$ cat src/rtl/ts_bus_sequencer.sv
// ts_bus_sequencer: arbitrates CPU port writes and register-stream player pairs onto the
// turbosound BDIR/BC/DI bus as timed phases, restoring chip-select/register latch state.
module ts_bus_sequencer #(
    parameter int PHASE_LEN = 4,
    parameter int GAP_LEN   = 4
) (
    input  logic       CLK,
    input  logic       RESET,
    input  logic       cpu_wr,
    input  logic       cpu_bc,
    input  logic [7:0] cpu_di,
    output logic       cpu_busy,
    input  logic       pl_valid,
    output logic       pl_ready,
    input  logic       pl_chip,
    input  logic [7:0] pl_reg,
    input  logic [7:0] pl_data,
    output logic       BDIR,
    output logic       BC,
    output logic [7:0] DO
);

    localparam int            CNT_MAX  = (PHASE_LEN > GAP_LEN) ? PHASE_LEN : GAP_LEN;
    localparam int            CW       = $clog2(CNT_MAX + 1);
    localparam logic [CW-1:0] PH_LAST  = CW'(PHASE_LEN - 1);
    localparam logic [CW-1:0] GAP_LAST = CW'(GAP_LEN - 1);

    typedef enum logic [1:0] {S_IDLE, S_SEL, S_ADDR, S_DATA} state_t;

    state_t        state_q, state_d, next_in_seq, first_phase;
    logic [CW-1:0] cnt_q, cnt_d;
    logic          gap_q, gap_d;

    // Active sequence: which later phases remain and the bytes they carry
    logic       need_addr_q, need_data_q, seq_cpu_q;
    logic [7:0] sel_q, reg_q, data_q;

    logic       slot_v_q, slot_bc_q;
    logic [7:0] slot_di_q;
    logic [7:0] cpu_sel_q, cpu_reg_q, bus_sel_q, bus_reg_q;
    logic       bus_acc_q, cpu_busy_q;

    logic       accept, acc_is_sel, eff_slot_v, eff_bc;
    logic [7:0] eff_di, cpu_sel_n, cpu_reg_n, bus_sel_n, bus_reg_n;
    logic       bus_acc_n;
    logic       bdir_end, phase_done, seq_end, free_slot;
    logic       start_cpu, start_pl, start, pl_ready_c;
    logic       st_need_sel, st_need_addr, st_need_data;
    logic [7:0] st_sel, st_reg, st_data;
    logic       ph_start;
    logic [7:0] ph_val;

    // NOTE: every always_comb output gets a default first so no path leaves it unassigned (no latch).
    always_comb begin
        accept     = cpu_wr & ~cpu_busy_q;
        acc_is_sel = cpu_bc & (cpu_di[7:3] == 5'b11111);
        cpu_sel_n  = (accept && acc_is_sel) ? cpu_di : cpu_sel_q;
        cpu_reg_n  = (accept && cpu_bc && !acc_is_sel) ? cpu_di : cpu_reg_q;
        eff_slot_v = slot_v_q | accept;
        eff_bc     = slot_v_q ? slot_bc_q : cpu_bc;
        eff_di     = slot_v_q ? slot_di_q : cpu_di;

        bdir_end   = (state_q != S_IDLE) && !gap_q && (cnt_q == PH_LAST);
        phase_done = (state_q != S_IDLE) && gap_q && (cnt_q == GAP_LAST);

        next_in_seq = S_IDLE;
        case (state_q)
            S_SEL:   next_in_seq = need_addr_q ? S_ADDR : (need_data_q ? S_DATA : S_IDLE);
            S_ADDR:  next_in_seq = need_data_q ? S_DATA : S_IDLE;
            default: next_in_seq = S_IDLE;
        endcase

        seq_end    = phase_done && (next_in_seq == S_IDLE);
        free_slot  = (state_q == S_IDLE) || seq_end;
        start_cpu  = free_slot && eff_slot_v;
        pl_ready_c = (state_q == S_IDLE) && !slot_v_q && !cpu_wr && !RESET;
        start_pl   = pl_valid && pl_ready_c;
        start      = start_cpu || start_pl;

        // Bus latch state as the turbosound will hold it after this edge
        bus_sel_n = bus_sel_q;
        bus_reg_n = bus_reg_q;
        bus_acc_n = bus_acc_q;
        if (phase_done && state_q == S_SEL) begin
            bus_sel_n = DO;
            bus_acc_n = 1'b0;
        end
        if (phase_done && state_q == S_ADDR) begin
            bus_reg_n = DO;
            bus_acc_n = 1'b1;
        end

        st_need_sel  = 1'b0;
        st_need_addr = 1'b0;
        st_need_data = 1'b0;
        st_sel       = cpu_sel_n;
        st_reg       = cpu_reg_n;
        st_data      = eff_di;
        if (start_cpu) begin
            if (eff_bc && eff_di[7:3] == 5'b11111) begin
                st_need_sel = 1'b1;
                st_sel      = eff_di;
            end else if (eff_bc) begin
                st_need_sel  = (bus_sel_n != cpu_sel_n);
                st_need_addr = 1'b1;
                st_reg       = eff_di;
            end else begin
                st_need_sel  = (bus_sel_n != cpu_sel_n);
                st_need_addr = st_need_sel || (bus_reg_n != cpu_reg_n) || !bus_acc_n;
                st_need_data = 1'b1;
            end
        end else if (start_pl) begin
            st_sel       = {cpu_sel_q[7:1], pl_chip};
            st_need_sel  = (bus_sel_n != st_sel);
            st_need_addr = 1'b1;
            st_reg       = pl_reg;
            st_need_data = 1'b1;
            st_data      = pl_data;
        end

        first_phase = st_need_sel ? S_SEL : (st_need_addr ? S_ADDR : S_DATA);
    end

    always_comb begin
        state_d = state_q;
        cnt_d   = cnt_q;
        gap_d   = gap_q;
        if (start) begin
            state_d = first_phase;
            cnt_d   = '0;
            gap_d   = 1'b0;
        end else if (phase_done) begin
            state_d = next_in_seq;
            cnt_d   = '0;
            gap_d   = 1'b0;
        end else if (bdir_end) begin
            cnt_d = '0;
            gap_d = 1'b1;
        end else if (state_q != S_IDLE) begin
            cnt_d = cnt_q + CW'(1);
        end

        ph_start = start || (phase_done && next_in_seq != S_IDLE);
        case (state_d)
            S_SEL:   ph_val = start ? st_sel  : sel_q;
            S_ADDR:  ph_val = start ? st_reg  : reg_q;
            default: ph_val = start ? st_data : data_q;
        endcase
    end

    // NOTE: sequential state uses non-blocking assignments so every flop samples pre-edge values.
    always_ff @(posedge CLK) begin
        if (RESET) begin
            state_q <= S_IDLE;
            cnt_q   <= '0;
            gap_q   <= 1'b0;
        end else begin
            state_q <= state_d;
            cnt_q   <= cnt_d;
            gap_q   <= gap_d;
        end
    end

    always_ff @(posedge CLK) begin
        if (RESET) begin
            need_addr_q <= 1'b0;
            need_data_q <= 1'b0;
            seq_cpu_q   <= 1'b0;
            sel_q       <= 8'h00;
            reg_q       <= 8'h00;
            data_q      <= 8'h00;
            slot_v_q    <= 1'b0;
            slot_bc_q   <= 1'b0;
            slot_di_q   <= 8'h00;
            cpu_sel_q   <= 8'hFF;
            cpu_reg_q   <= 8'h00;
            bus_sel_q   <= 8'hFF;
            bus_reg_q   <= 8'h00;
            bus_acc_q   <= 1'b0;
            cpu_busy_q  <= 1'b0;
            BDIR        <= 1'b0;
            BC          <= 1'b0;
            DO          <= 8'h00;
        end else begin
            if (accept) begin
                if (acc_is_sel)  cpu_sel_q <= cpu_di;
                else if (cpu_bc) cpu_reg_q <= cpu_di;
                slot_bc_q <= cpu_bc;
                slot_di_q <= cpu_di;
            end
            slot_v_q <= eff_slot_v & ~start_cpu;

            if (accept)                     cpu_busy_q <= 1'b1;
            else if (seq_end && seq_cpu_q)  cpu_busy_q <= 1'b0;

            if (start) begin
                need_addr_q <= st_need_addr;
                need_data_q <= st_need_data;
                seq_cpu_q   <= start_cpu;
                sel_q       <= st_sel;
                reg_q       <= st_reg;
                data_q      <= st_data;
            end

            bus_sel_q <= bus_sel_n;
            bus_reg_q <= bus_reg_n;
            bus_acc_q <= bus_acc_n;

            // BC/DO only move at a phase start, so they are stable for the whole BDIR pulse
            if (ph_start) begin
                BDIR <= 1'b1;
                BC   <= (state_d != S_DATA);
                DO   <= ph_val;
            end else if (bdir_end) begin
                BDIR <= 1'b0;
            end
        end
    end

    assign cpu_busy = cpu_busy_q;
    assign pl_ready = pl_ready_c;

endmodule

$ cat config.mk
export PLATFORM = sky130hd
export DESIGN_NAME = ts_bus_sequencer
export DESIGN_NICKNAME = d
export VERILOG_FILES = /design/src/rtl/ts_bus_sequencer.sv
export SDC_FILE = /design/constraint.sdc
export NUM_CORES = 1
export LEC_CHECK = 0
export BUFFER_PORTS_ARGS = -buffer_cell sky130_fd_sc_hd__buf_2
export CORE_MARGIN = 4
export CORE_UTILIZATION = 45
export CTS_CLUSTER_SIZE = 16
export DETAILED_ROUTE_END_ITERATION = 16
export PLACE_DENSITY = 0.64
export RECOVER_POWER = 100
export SKIP_LAST_GASP = 1
export SYNTH_ARGS = -nofsm -noshare
export SYNTH_HDL_FRONTEND = slang
export SYNTH_SLANG_ARGS = --single-unit
export TNS_END_PERCENT = 10
$ cat constraint.sdc
create_clock -name CLK -period 7.3 [get_ports CLK]
set_clock_uncertainty 0.05 [all_clocks]
set_input_delay 1.46 -clock CLK [delete_from_list [all_inputs] [get_ports CLK]]
set_output_delay 1.46 -clock CLK [all_outputs]
set_load 0.02 [all_outputs]
# ---- After elaboration in Yosys (flattened, before gate mapping)
# Cells that the tools add are included.
dict set report word_totals {
  reg_bits 87
  in_bits 30
  out_inout_bits 12
  elab_cells 121
}
dict set report op_classes {
  addsub 1
  n_eq_ne 11
  n_mux 42
  bitwise_logic 7
  reduce_logical 39
}
# op n
set ops {}
lappend ops {{8-bit two-way mux} 17}
lappend ops {{8-bit != test} 3}
lappend ops {{1-bit logical AND} 18}
lappend ops {{1-bit two-way mux} 18}
lappend ops {{8-bit case mux with 2 select lines} 1}
lappend ops {{5-bit equality test (second input constant)} 2}
lappend ops {{2-bit two-way mux} 5}
lappend ops {{2-bit nonzero test} 4}
lappend ops {{1-bit logical NOT} 6}
lappend ops {{1-bit logical OR} 5}
lappend ops {{2-bit by 1-bit equality test with 1-bit output (second input constant)} 2}
lappend ops {{2-bit equality test (second input constant)} 2}
lappend ops {{2-bit logical NOT} 2}
lappend ops {{2-bit case mux with 2 select lines} 1}
lappend ops {{4-bit OR reduction} 1}
lappend ops {{3-bit by 1-bit adder with 3-bit output (second input constant)} 1}
lappend ops {{1-bit bitwise AND} 3}
lappend ops {{3-bit by 2-bit equality test with 1-bit output (second input constant)} 1}
lappend ops {{1-bit inverter} 3}
lappend ops {{3-bit AND reduction} 1}
lappend ops {{3-bit OR reduction} 1}
lappend ops {{2-bit != test (second input constant)} 1}
lappend ops {{2-bit AND reduction} 1}
lappend ops {{1-bit OR} 1}

# ---- Depth between registers and ports, before layout
# Gate-level depths: netlist of run 1.
dict set report logic_depth {
  word_depth 16
  depth_mapped 16
  ltp_nobuf 14
}

# ---- Worst setup path after synthesis of run 1
# OpenSTA, ideal clock, no wires.
dict set report synth_timing {
  path_kind {input to register}
  from {input RESET}
  to {register DO[3]}
  setup_ps 136
  t_arrival_ps 4307
  required_ps 7114
  slack_ps 2807
  cell_stages 11
  n_path_buf 3
  path_cell_list {nor4b_1 and2_1 buf_2 buf_1 o21ai_0 o22a_1 ha_1 buf_1 a211o_1 a221oi_1 nor3_1}
}
dict set report synth_via {
  elab_chain_len 10
  elab_cells_between_ends 24
  cone_classes {eq/ne: 2; mux: 17; reduce/logical: 5}
}
# item line
set synth_rtl {}
lappend synth_rtl {{from (decl)} 8} ;# input logic RESET,
lappend synth_rtl {{1-bit logical NOT (*)} 76} ;# pl_ready_c = (state_q == S_IDLE) && !slot_v_q && !cpu_wr && !RESET;
lappend synth_rtl {{1-bit logical AND (*)} 76}
lappend synth_rtl {{1-bit logical AND (*)} 77} ;# start_pl = pl_valid && pl_ready_c;
lappend synth_rtl {{1-bit two-way mux} 112} ;# end else if (start_pl) begin
lappend synth_rtl {{1-bit two-way mux} 99} ;# if (start_cpu) begin
lappend synth_rtl {{1-bit two-way mux} 121} ;# first_phase = st_need_sel ? S_SEL : (st_need_addr ? S_ADDR : S_DATA);
lappend synth_rtl {{2-bit two-way mux} 121}
lappend synth_rtl {{2-bit two-way mux (*)} 128} ;# if (start) begin
lappend synth_rtl {{net state_d[0]} 30} ;# state_t state_q, state_d, next_in_seq, first_phase;
lappend synth_rtl {{2-bit equality test / 2-bit by 1-bit equality test with 1-bit output (equally long branches)} 144} ;# case (state_d)
lappend synth_rtl {{8-bit case mux with 2 select lines (*)} 144}
lappend synth_rtl {{to (signal assigned)} 213} ;# DO <= ph_val;
lappend synth_rtl {{to (decl)} 20} ;# output logic [7:0] DO
# Mark *: on every way through the listed nets, which the timed path passes. The rest lies on a longest branch.
# A chain may end at the register's enable or synchronous reset.

# ---- Worst setup path after layout of run 1
dict set report layout_timing {
  from {input cpu_wr}
  to {register DO[3]}
}
dict set report layout_via {
  elab_chain_len 15
  elab_cells_between_ends 43
  cone_classes {eq/ne: 4; mux: 25; bitwise: 2; reduce/logical: 12}
}
# item line
set layout_rtl {}
lappend layout_rtl {{from (decl)} 9} ;# input logic cpu_wr,
lappend layout_rtl {{1-bit bitwise AND} 55} ;# accept = cpu_wr & ~cpu_busy_q;
lappend layout_rtl {{1-bit logical AND (2 in a row)} 58} ;# cpu_reg_n = (accept && cpu_bc && !acc_is_sel) ? cpu_di : cpu_reg_q;
lappend layout_rtl {{8-bit two-way mux} 58}
lappend layout_rtl {{8-bit != test} 109} ;# st_need_addr = st_need_sel || (bus_reg_n != cpu_reg_n) || !bus_acc_n;
lappend layout_rtl {{1-bit logical OR (2 in a row)} 109}
lappend layout_rtl {{1-bit two-way mux} 103} ;# end else if (eff_bc) begin
lappend layout_rtl {{1-bit two-way mux} 100} ;# if (eff_bc && eff_di[7:3] == 5'b11111) begin
lappend layout_rtl {{1-bit two-way mux} 99}
lappend layout_rtl {{1-bit two-way mux} 121}
lappend layout_rtl {{2-bit two-way mux} 121}
lappend layout_rtl {{2-bit two-way mux} 128}
lappend layout_rtl {{2-bit equality test / 2-bit by 1-bit equality test with 1-bit output (equally long branches)} 144}
lappend layout_rtl {{8-bit case mux with 2 select lines} 144}
# Several ways; a longest one is shown, not always the timed one.

==> results of run 1 <==
-- power by group through the flow --
stage / combinational, mW / sequential, mW / clock (mW)
detailed placement: 0.317 / 0.567 / 0
global placement: 0.314 / 0.566 / 0
CTS: 0.319 / 0.556 / 0.352
floorplan: 0.214 / 0.567 / 0
finish: 0.316 / 0.556 / 0.348
global route: 0.346 / 0.561 / 0.374
-- layout by cell type (no fill, tap or decap), types with 4 or more instances in the layout --
cell type,instances
sky130_fd_sc_hd__dfxtp_1,87
sky130_fd_sc_hd__nand2_1,62
sky130_fd_sc_hd__nor2_1,37
sky130_fd_sc_hd__a21oi_1,35
sky130_fd_sc_hd__mux2i_1,33
sky130_fd_sc_hd__buf_2,28
sky130_fd_sc_hd__o21ai_0,22
sky130_fd_sc_hd__xnor2_1,18
sky130_fd_sc_hd__inv_1,16
sky130_fd_sc_hd__o22ai_1,16
sky130_fd_sc_hd__nor3_1,15
sky130_fd_sc_hd__clkbuf_1,14
sky130_fd_sc_hd__and2_0,12
sky130_fd_sc_hd__a22oi_1,9
sky130_fd_sc_hd__clkbuf_8,9
sky130_fd_sc_hd__nand3_1,8
sky130_fd_sc_hd__ha_1,8
sky130_fd_sc_hd__mux2_2,7
sky130_fd_sc_hd__or3_1,7
sky130_fd_sc_hd__nand4_1,5
sky130_fd_sc_hd__nand3b_1,4
sky130_fd_sc_hd__xor2_1,4
sky130_fd_sc_hd__o21a_1,4
sky130_fd_sc_hd__a221oi_1,4
-- cells by family (layout without fill, tap and decap cells) --
kind of cell | after synthesis | count (layout) | share of synthesized area [%]
muxes | 42 | 42 | 10.13
buffers and inverters | 49 | 78 | 4.579
DFF | 87 | 87 | 39.59
xor gates and xnor gates | 22 | 22 | 4.380
AOI/OAI and AO/OA | 126 | 126 | 19.71
adders and majority gates | 8 | 8 | 2.275
and+or+nand+nor | 171 | 171 | 19.34
-- area by class of cell --
| type | instances | area [um^2] |
|---|---|---|
| flip-flops and latches | 87 | 1742 |
| well taps | 129 | 161.4 |
| clock inverters | 7 | 77.57 |
| inverters | 17 | 63.81 |
| fillers | 935 | 4559 |
| clock buffers | 9 | 123.9 |
| multi-input cells | 369 | 2429 |
| repair buffers | 45 | 215.2 |
-- worst max-delay path: cells and delay by family --
family                     cells  cell delay, ps
buffers and inverters          1             210
xor gates and xnor gates       1             190
and+or+nand+nor                3            1090
AOI/OAI and AO/OA              6            1990
adders and majority gates      1             410
-- routing by layer --
metal	GRT usage [%]	vias to the layer above
li1	-	1855
met1	29.11	1770
met2	35.12	119
met3	3.371	27
met4	9.863	0
met5	0	-
-- sequential cells by signal, indices dropped and copies added (netlist names), 2 cells and up --
register	cells
DO	8
bus_reg_q	8
bus_sel_q	8
cnt_q	3
cpu_reg_q	8
cpu_sel_q	8
data_q	8
reg_q	8
sel_q	8
slot_di_q	8
state_q	2
-- per-stage QoR --
step,power [mW],setup WS [ps],instances,util [%]
2_1_floorplan,0.7814,2807,505,-
3_3_place_gp,0.8796,2281,647,49.71
3_5_place_dp,0.8838,2253,647,49.71
4_1_cts,1.227,2604,663,51.86
5_1_grt,1.282,1828,663,51.35
6_report,1.220,2100,663,51.35
-- worst max-delay path by stage --
stage / startpoint / endpoint / slack [ps] / depth (start not counted)
after global placement: RESET / DO[6] / 2280 / 9
final: cpu_wr / DO[3] / 2100 / 12
after floorplan: RESET / DO[3] / 2810 / 11
after global routing: cpu_wr / DO[3] / 1830 / 12
after detailed placement: RESET / DO[3] / 2250 / 9
after CTS: RESET / DO[3] / 2600 / 9
==> out/results.md, run 1 <==
| Metric | This run |
|:---|:---|
| Outcome | finished clean |
| Average wire per standard cell | 18.20 um |
| Share of the yosys chip area belonging to registers | 39.59% |
| Reg2reg start | state_q[0] |
| Routed via count | 3,771 |
| Final GP Congestion | 0.9002 |
| Flop2flop setup slack | 2850 ps |
| Sum of routed wire segments on met1 | 5448 um |
| Number of warnings reported in the yosys synthesis log | 0 |
| Fin area | 4812 um^2 |
| Crit start category | input port |
| Req. time, crit path | 7460 ps |
| Setup TNS | 0 ps |
| Root buf cell | sky130_fd_sc_hd__clkbuf_8 |
| Cell-internal power | 798.4 uW |
| Die X-Extent | 106.9 um |
| Total CTS buffers | 9 |
| Arrival time at the worst endpoint | 5360 ps |
| Clk pin slew, worst setup/hold paths | 100 ps |
| Clock tree from TritonCTS | done |
| Die outline height | 106.9 um |
| Kind of end point of the critical path | flop |
| Tightest Hold Check Type | reg2reg |
| Worst max-slew margin expressed relative to the limit | 25.82% |
| Mean instance size in the synthesized netlist | 8.711 um^2 |
| Initial core utilization | 46.94% |
| Clock latency reported for the late side of the worst-skew pair | 360 ps |
| Area contributors post-synth | sky130_fd_sc_hd__dfxtp_1 (40%), sky130_fd_sc_hd__mux2i_1 (7.5%), sky130_fd_sc_hd__nand2_1 (5.3%) |
| Placeable core region | 9371 um^2 |
| Destination of the worst hold path | bus_acc_q |
| Combinational share of power | 25.9% |
| Max_cap viols | 0 |
| Ratio of cells with drive above 1 in the final layout | 12.55% |
| Pleak | 1.922 nW |
| Number of detailed-route iterations in the first pass | 5 |
| Library cell occupying the most area in the post-synthesis netlist | sky130_fd_sc_hd__dfxtp_1 |
| Total number of nets in the final design | 567 |
| Port Buffer Count | 41 |
| Number of max-slew violations in the final report | 0 |
| Worst Hold Launch | bus_acc_q |
| Cell with the most instances after synthesis | sky130_fd_sc_hd__dfxtp_1 |
| Maximum cell stage delay along the critical path | 730 ps |
| Total DRC errors in the routed layout | 0 |
| Final critical delay including setup and external delays | 5200 ps |
| Area share of the leading cell type in the synthesized netlist | 39.59% |
| Antenna diode count | 0 |
| Worst hold-check slack | 405.1 ps |
| CP max stage cell | sky130_fd_sc_hd__a21oi_1 |
| Wire length of the first global-routing pass | 19,570 um |
| Number of placed I/O pins | 42 |
| Max Fanout on Critical Path | 9 |
| DRC violation total after the first TritonRoute iteration | 226 |
| Buffer levels on the longest clock path | 2 |
| GRT overflow | 0 |
| Via count of the first global-routing pass | 3,686 |
| ANT nets after route | 0 |
| Async set-reset flop share out of synthesis | 0% |
| Met3 layer wire length in the routed design | 595 um |
| Post-Syn Area | 4399 um^2 |
| Met2 Routed Length | 5584 um |
| Path depth of the worst reg2reg path | 12 |
| Cell-by-cell listing of the critical path | clkbuf_1 > nand3b_1 > a21oi_1 > o22ai_2 > xnor2_1 > o22a_1 > nor4_1 > o22ai_1 > ha_1 > a211o_1 > a221oi_1 > nor3_1 |
| Detailed-route vias per instance | 5.688 |
| TritonCTS sink count | 87 |
| Area growth from synthesis to layout | 9.386% |
| Dpl hpwl | 8766 um |
| Leading register cell type out of synthesis | sky130_fd_sc_hd__dfxtp_1 |
| Number of failing setup endpoints in the final timing report | 0 |
| Share of total power in the clock network | 28.5% |
| Transition time of the tightest slew-check pin | 1113 ps |
| Number of library cell types mapped by synthesis | 64 |
| Number of standard-cell rows in the floorplan | 35 |
| Largest net degree at the start of global routing | 60 |
| Sw power | 422.0 uW |
| Cells after synthesis | 505 |
| Hold Vio Cnt, Final | 0 |
| Net switching fraction of the power | 34.58% |
| Period utilization | 71.23% |
| Commonest cells post-synth | sky130_fd_sc_hd__dfxtp_1 (87), sky130_fd_sc_hd__nand2_1 (62), sky130_fd_sc_hd__nor2_1 (37), sky130_fd_sc_hd__a21oi_1 (33), sky130_fd_sc_hd__mux2i_1 (33) |
| CTS HTree Levels | 3 |
| Peak ir drop on the vdd network | 0.0001569 V |
| Critical Setup Path Class | in2reg |
| Setup bufs post-CTS | 0 |
| Highest metal layer with signal wires | met4 |
| Number of antenna violations at the first check in global routing | 0 |
| Number of flops mapped to enable cells by yosys | 0 |
| Number of synthesized register bits | 87 |
| Power density of the placed cells | 253.6 nW/um^2 |
| Achievable clock frequency | 0.1923 GHz |
| Fraction of power consumed by sequential logic | 45.6% |
| Die area | 11,420 um^2 |
| Unrepaired setup endpoints after global routing | false |
| Post-Syn Nets | 543 |
| # resized after CTS | 0 |
| Worst Hold Depth | 2 |
| Gr usage total | 21.91% |
| Reg2reg end | DO[3] |
| Cts-stage hold buffer count | 0 |
| Wire length reported by the detailed router | 12,060 um |
| Area of placed instances | 4658 um^2 |
Power figures use the tool's default switching activity.
==> run 2, diff against run 1 <==
--- a/config.mk
+++ b/config.mk
@@ -5,6 +5,7 @@
 export SDC_FILE = /design/constraint.sdc
 export NUM_CORES = 1
 export LEC_CHECK = 0
+export ABC_AREA = 1
 export BUFFER_PORTS_ARGS = -buffer_cell sky130_fd_sc_hd__buf_2
 export CORE_MARGIN = 4
 export CORE_UTILIZATION = 45
==> constraint.sdc (replaced) <==
create_clock -name CLK -period 5.05 [get_ports CLK]
set_clock_uncertainty 0.05 [all_clocks]
set_input_delay 1.01 -clock CLK [delete_from_list [all_inputs] [get_ports CLK]]
set_output_delay 1.01 -clock CLK [all_outputs]
set_load 0.02 [all_outputs]
==> out/results.md, run 2 <==
| Metric | This run |
|:---|:---|
| Ratio of cells with drive above 1 in the final layout | 10.24% |
| Setup bufs post-CTS | 0 |
| Leading register cell type out of synthesis | sky130_fd_sc_hd__dfxtp_1 |
| Via count of the first global-routing pass | 4,657 |
| Critical Setup Path Class | reg2reg |
| Clk pin slew, worst setup/hold paths | 90 ps |
| Largest net degree at the start of global routing | 49 |
| Wire length of the first global-routing pass | 24,350 um |
| Area share of fa/ha/maj cells after synthesis | 2.026% |
| Fraction of the mapped netlist area in compound gates | 13.60% |
| Cell-by-cell listing of the critical path | ha_1 > ha_1 > nand2_2 > nor2_1 > buf_4 > nand3_1 > nand2_1 > inv_1 > nand2_1 > nand2_1 > inv_1 > nand2_1 > nor2_1 > nand3_1 > nand2_1 > nand2_1 > nand2_1 > inv_1 > ha_1 > inv_1 > nand2_1 > a21oi_1 |
| Area growth from synthesis to layout | 7.371% |
| Die X-Extent | 112.8 um |
| Final GP Congestion | 0.9004 |
| Transition time of the tightest slew-check pin | 2267 ps |
| Post-Syn Area | 4940 um^2 |
| Violations in the final reports | max-capacitance violations, max-slew violations |
| Number of detailed-route iterations in the first pass | 5 |
| Number of antenna violations at the first check in global routing | 0 |
| Dpl hpwl | 11,250 um |
| Peak ir drop on the vdd network | 0.0001365 V |
| Share of the yosys chip area belonging to registers | 35.26% |
| Unrepaired setup endpoints after global routing | false |
| Req. time, crit path | 5300 ps |
| Flop2flop setup slack | 750 ps |
| Gr usage total | 24.50% |
| Buffer levels on the longest clock path | 2 |
| Number of failing setup endpoints in the final timing report | 0 |
| Number of standard-cell rows in the floorplan | 37 |
| Cts-stage hold buffer count | 0 |
| Placeable core region | 10,510 um^2 |
| Outcome | complete, but fails checks |
| Library cell occupying the most area in the post-synthesis netlist | sky130_fd_sc_hd__dfxtp_1 |
| Mean instance size in the synthesized netlist | 6.424 um^2 |
| Mux contribution to synthesized area | 0% |
| Pleak | 2.635 nW |
| Clock latency reported for the late side of the worst-skew pair | 370 ps |
| Average wire per standard cell | 16.26 um |
| Final critical delay including setup and external delays | 4300 ps |
| CP top delay family | simple AND/OR/NAND/NOR gates |
| Number of flops mapped to enable cells by yosys | 0 |
| Async set-reset flop share out of synthesis | 0% |
| Maximum cell stage delay along the critical path | 880 ps |
| TritonCTS sink count | 87 |
| Number of max-slew violations in the final report | 84 |
| Most common library cell in the layout ignoring fill and taps | sky130_fd_sc_hd__nand2_1 |
| Most frequent cells in the layout | sky130_fd_sc_hd__nand2_1 (248), sky130_fd_sc_hd__dfxtp_1 (87), sky130_fd_sc_hd__inv_1 (86) |
| Number of buffers and inverters on the critical path | 5 |
| Crit start category | flop |
| Synth Area in Simple Gates | 38.25% |
| Total number of nets in the final design | 834 |
| Initial core utilization | 47.01% |
| Most prevalent standard cell on the critical path | sky130_fd_sc_hd__nand2_1 |
| CTS HTree Levels | 3 |
| Number of synthesized register bits | 87 |
| Cells after synthesis | 769 |
| Port Buffer Count | 41 |
| Power density of the placed cells | 313.1 nW/um^2 |
| Number of library cell types mapped by synthesis | 46 |
| Hold Vio Cnt, Final | 0 |
| Max_cap viols | 2 |
| Die area | 12,720 um^2 |
| Detailed-route vias per instance | 5.289 |
| GRT overflow | 0 |
| Total DRC errors in the routed layout | 0 |
| Setup TNS | 0 ps |
| Number of placed I/O pins | 42 |
| Die outline height | 112.8 um |
| Area contributors post-synth | sky130_fd_sc_hd__dfxtp_1 (35%), sky130_fd_sc_hd__nand2_1 (19%), sky130_fd_sc_hd__nand3_1 (7.5%) |
| Wire length reported by the detailed router | 15,240 um |
| Kind of end point of the critical path | flop |
| Period utilization | 85.14% |
| # resized after CTS | 0 |
| Arrival time at the worst endpoint | 4550 ps |
| Max Fanout on Critical Path | 13 |
| CP max stage cell | sky130_fd_sc_hd__nor2_1 |
| Main combinational cell family by area after synthesis | simple AND/OR/NAND/NOR gates |
| Root buf cell | sky130_fd_sc_hd__clkbuf_8 |
| Area share of the leading cell type in the synthesized netlist | 35.26% |
| Antenna diode count | 0 |
| Commonest cells post-synth | sky130_fd_sc_hd__nand2_1 (248), sky130_fd_sc_hd__dfxtp_1 (87), sky130_fd_sc_hd__inv_1 (86), sky130_fd_sc_hd__nand3_1 (74), sky130_fd_sc_hd__nor2_1 (63) |
| XOR/XNOR share of the synthesized area | 0.3546% |
| Total CTS buffers | 9 |
| Worst max-slew margin expressed relative to the limit | -51.13% |
| ANT nets after route | 0 |
| Post-Syn Nets | 807 |
| Cell with the most instances after synthesis | sky130_fd_sc_hd__nand2_1 |
| Tightest Hold Check Type | reg2reg |
| Worst hold-check slack | 410.5 ps |
| DRC violation total after the first TritonRoute iteration | 506 |
| Achievable clock frequency | 0.2326 GHz |
| Clock tree from TritonCTS | done |
| Number of warnings reported in the yosys synthesis log | 0 |
| Routed via count | 4,956 |
## run 2: changes by cell type after synthesis, moves of 18 or more
| cell | delta |
|---|---|
| sky130_fd_sc_hd__mux2i_1 | -33 |
| sky130_fd_sc_hd__inv_1 | +70 |
| sky130_fd_sc_hd__a21oi_1 | +18 |
| sky130_fd_sc_hd__nor2_1 | +26 |
| sky130_fd_sc_hd__nand3_1 | +66 |
| sky130_fd_sc_hd__nand2_1 | +186 |
## run 2: cell families (layout without fill, tap and decap cells)
family	after synthesis	after routing
fa+ha+maj	8	8
xor+xnor	2	2
compound gates	122	122
buf+inv	121	153
flops	87	87
simple gates	429	429
## run 2: per-layer routing
layer  GRT usage, %  routed length (um)  vias to the layer above
met5              0                   0                        -
met4          10.74                 497                        0
met3          3.583                 874                       29
met2          36.45                6606                      162
met1          35.19                7262                     2259
li1               -                   -                     2506
## run 2: tightest hold or removal path, delay by kind of cell, from the launching register on
family | cells | cell delay [ps]
buffers and inverters | 1 | 60
AOI/OAI and AO/OA | 1 | 50
DFF | 1 | 310
## run 2: final cells by class
type / instances / area [um^2]
clock buffers: 11 / 131.4
clock inverters: 5 / 25.02
fillers: 1126 / 5205
inverters: 91 / 344.1
multi-input cells: 561 / 2676
flip-flops and latches: 87 / 1742
well taps: 136 / 170.2
repair buffers: 46 / 215.2
## run 2: stage by stage
| stage | power, mW | std cells | setup WS, ps | util [%] | instance area, um^2 |
|---|---|---|---|---|---|
| after detailed placement | 1.238 | 921 | 724.6 | 49.27 | 5177 |
| after global placement | 1.234 | 921 | 812.8 | 49.27 | 5177 |
| after floorplan | 1.100 | 769 | 1836 | - | 4940 |
| after CTS | 1.667 | 937 | 1092 | 50.76 | 5334 |
| after global routing | 1.760 | 937 | 367.2 | 50.47 | 5304 |
| final | 1.661 | 937 | 750.3 | 50.47 | 5304 |
## run 2: power by group
part,switching (mW),internal (mW)
Sequential,0.0411,0.746
Combinational,0.310,0.129
Clock,0.259,0.175
## run 2: worst paths after layout
path                     start           end  cells past startpoint
hold / removal    slot_di_q[5]  slot_di_q[5]                      2
setup reg to reg      cnt_q[0]         DO[4]                     22
hold reg to reg   slot_di_q[5]  slot_di_q[5]                      2
setup / recovery      cnt_q[0]         DO[4]                     22
==> run 3, diff against run 2 <==
--- a/config.mk
+++ b/config.mk
@@ -12,7 +12,7 @@
 export CTS_CLUSTER_SIZE = 16
 export DETAILED_ROUTE_END_ITERATION = 16
 export PLACE_DENSITY = 0.64
-export RECOVER_POWER = 100
+export RECOVER_POWER = 50
 export SKIP_LAST_GASP = 1
 export SYNTH_ARGS = -nofsm -noshare
 export SYNTH_HDL_FRONTEND = slang
==> out/results.md, run 3 (synthesized netlist as in run 2, its figures left out) <==
| Metric | This run |
|:---|:---|
| Outcome | complete, but fails checks |
| Violations in the final reports | max-capacitance violations, max-slew violations |
| Clock tree from TritonCTS | done |
| Clk pin slew, worst setup/hold paths | 90 ps |
| CTS HTree Levels | 3 |
| Max_cap viols | 2 |
| Gr usage total | 24.50% |
| Wire length of the first global-routing pass | 24,350 um |
| Most common library cell in the layout ignoring fill and taps | sky130_fd_sc_hd__nand2_1 |
| Multi-input gate area | 2679 um^2 |
| Number of placed I/O pins | 42 |
| TritonCTS sink count | 87 |
| Number of max-slew violations in the final report | 84 |
| Dpl hpwl | 11,250 um |
| Number of failing setup endpoints in the final timing report | 0 |
| Arrival time at the worst endpoint | 4450 ps |
| Number of buffers and inverters on the critical path | 4 |
| Unrepaired setup endpoints after global routing | false |
| Total number of nets in the final design | 834 |
| CP top delay family | buffers and inverters |
| Routed via count | 4,951 |
| Wire length reported by the detailed router | 15,210 um |
| Area growth from synthesis to layout | 7.523% |
| Port Buffer Count | 41 |
| Ratio of cells with drive above 1 in the final layout | 10.61% |
| Detailed-route vias per instance | 5.284 |
| Placeable core region | 10,510 um^2 |
| Crit start category | input port |
| Cell-by-cell listing of the critical path | clkbuf_1 > clkbuf_1 > inv_1 > clkbuf_1 > nand4_1 > a211oi_1 |
| Pleak | 2.644 nW |
| Number of standard-cell rows in the floorplan | 37 |
| Number of antenna violations at the first check in global routing | 0 |
| ANT nets after route | 0 |
| Final critical delay including setup and external delays | 4257 ps |
| CP max stage cell | sky130_fd_sc_hd__clkbuf_1 |
| Die X-Extent | 112.8 um |
| Final GP Congestion | 0.9004 |
| Setup TNS | 0 ps |
| Reg area | 1742 um^2 |
| Via count of the first global-routing pass | 4,657 |
| Setup bufs post-CTS | 0 |
| Most frequent cells in the layout | sky130_fd_sc_hd__nand2_1 (248), sky130_fd_sc_hd__dfxtp_1 (87), sky130_fd_sc_hd__inv_1 (86) |
| Power density of the placed cells | 312.6 nW/um^2 |
| Peak ir drop on the vdd network | 0.0001365 V |
| Number of filler cells placed in the layout | 1,126 |
| Req. time, crit path | 5250 ps |
| Kind of end point of the critical path | flop |
| Tightest Hold Check Type | reg2reg |
| Worst max-slew margin expressed relative to the limit | -52.19% |
| Die outline height | 112.8 um |
| Root buf cell | sky130_fd_sc_hd__clkbuf_8 |
| GRT overflow | 0 |
| Average wire per standard cell | 16.23 um |
| # resized after CTS | 0 |
| Transition time of the tightest slew-check pin | 2283 ps |
| Largest net degree at the start of global routing | 49 |
| Total DRC errors in the routed layout | 0 |
| Most prevalent standard cell on the critical path | sky130_fd_sc_hd__clkbuf_1 |
| Hold Vio Cnt, Final | 0 |
| DRC violation total after the first TritonRoute iteration | 506 |
| Achievable clock frequency | 0.2349 GHz |
| Power consumption | 1.660 mW |
| Buffer levels on the longest clock path | 2 |
| Number of detailed-route iterations in the first pass | 5 |
| Clock latency reported for the late side of the worst-skew pair | 370 ps |
| Die area | 12,720 um^2 |
| Total CTS buffers | 9 |
| Antenna diode count | 0 |
| Maximum cell stage delay along the critical path | 1650 ps |
| Period utilization | 84.30% |
| Max Fanout on Critical Path | 48 |
| Initial core utilization | 47.01% |
| Cts-stage hold buffer count | 0 |
| Critical Setup Path Class | in2reg |
==> run 3: cell count changes in the layout (fill, tap and decap cells not counted), sizes merged <==
cell	change
buf	+2
clkbuf	-2
==> run 3: path summary, 6_finish.rpt <==
check | slack [ps] | endpoint | start | cells after the start
worst min-delay path | 410 | slot_di_q[5] | slot_di_q[5] | 2
worst min register to register | 410 | slot_di_q[5] | slot_di_q[5] | 2
worst max register to register | 1090 | DO[4] | cnt_q[0] | 22
worst max-delay path | 790 | cnt_q[2] | RESET | 6
==> run 3: cell type report <==
type                            instances  area share, %
Sequential cell                        87          32.79
Tap cell                              136          3.204
Timing Repair Buffer                   46          4.146
Clock inverter                          5         0.4711
Inverter                               91          6.478
Multi-Input combinational cell        561          50.44
Clock buffer                           11          2.474
==> run 3: report_power, final <==
part	internal [mW]	switching (mW)	total, mW	leakage (nW)
clock	0.175	0.258	0.433	0.0866
sequential	0.746	0.0410	0.787	0.713
combinational	0.131	0.309	0.440	1.84
total	1.05	0.608	1.66	2.64
==> run 3: routing by layer <==
layer	GRT usage (%)	part of all wire (%)	up-vias
li1	-	-	2505
met1	35.19	47	2263
met2	36.45	43	154
met3	3.583	5.9	29
met4	10.74	3.3	0
met5	0	0	-
==> run 3: worst reg2reg max path, cell delays in order, from the launching register on <==
cell and delay (ps):
sky130_fd_sc_hd__dfxtp_1 360, sky130_fd_sc_hd__ha_1 150, sky130_fd_sc_hd__ha_1 310, sky130_fd_sc_hd__nand2_2 90, sky130_fd_sc_hd__nor2_2 560, sky130_fd_sc_hd__buf_4 290, sky130_fd_sc_hd__nand3_1 100, sky130_fd_sc_hd__nand2_1 180
sky130_fd_sc_hd__inv_1 60, sky130_fd_sc_hd__nand2_1 70, sky130_fd_sc_hd__nand2_1 50, sky130_fd_sc_hd__inv_1 40, sky130_fd_sc_hd__nand2_1 40, sky130_fd_sc_hd__nor2_1 150, sky130_fd_sc_hd__nand3_1 120, sky130_fd_sc_hd__nand2_1 100
sky130_fd_sc_hd__nand2_1 70, sky130_fd_sc_hd__nand2_1 130, sky130_fd_sc_hd__inv_1 60, sky130_fd_sc_hd__ha_1 400, sky130_fd_sc_hd__inv_1 280, sky130_fd_sc_hd__nand2_1 100, sky130_fd_sc_hd__a21oi_1 130
==> run 3: stage by stage <==
step / hold slack, ps / cell area, um^2 / instances / setup slack [ps] / util (%)
3_3_place_gp: 391.4 / 5177 / 921 / 812.8 / 49.27
2_1_floorplan: 379.2 / 4940 / 769 / 1836 / -
3_5_place_dp: 393.4 / 5177 / 921 / 724.6 / 49.27
4_1_cts: 407.4 / 5334 / 937 / 1092 / 50.76
6_report: 409.8 / 5311 / 937 / 792.7 / 50.54
5_1_grt: 439.5 / 5311 / 937 / 466.4 / 50.54
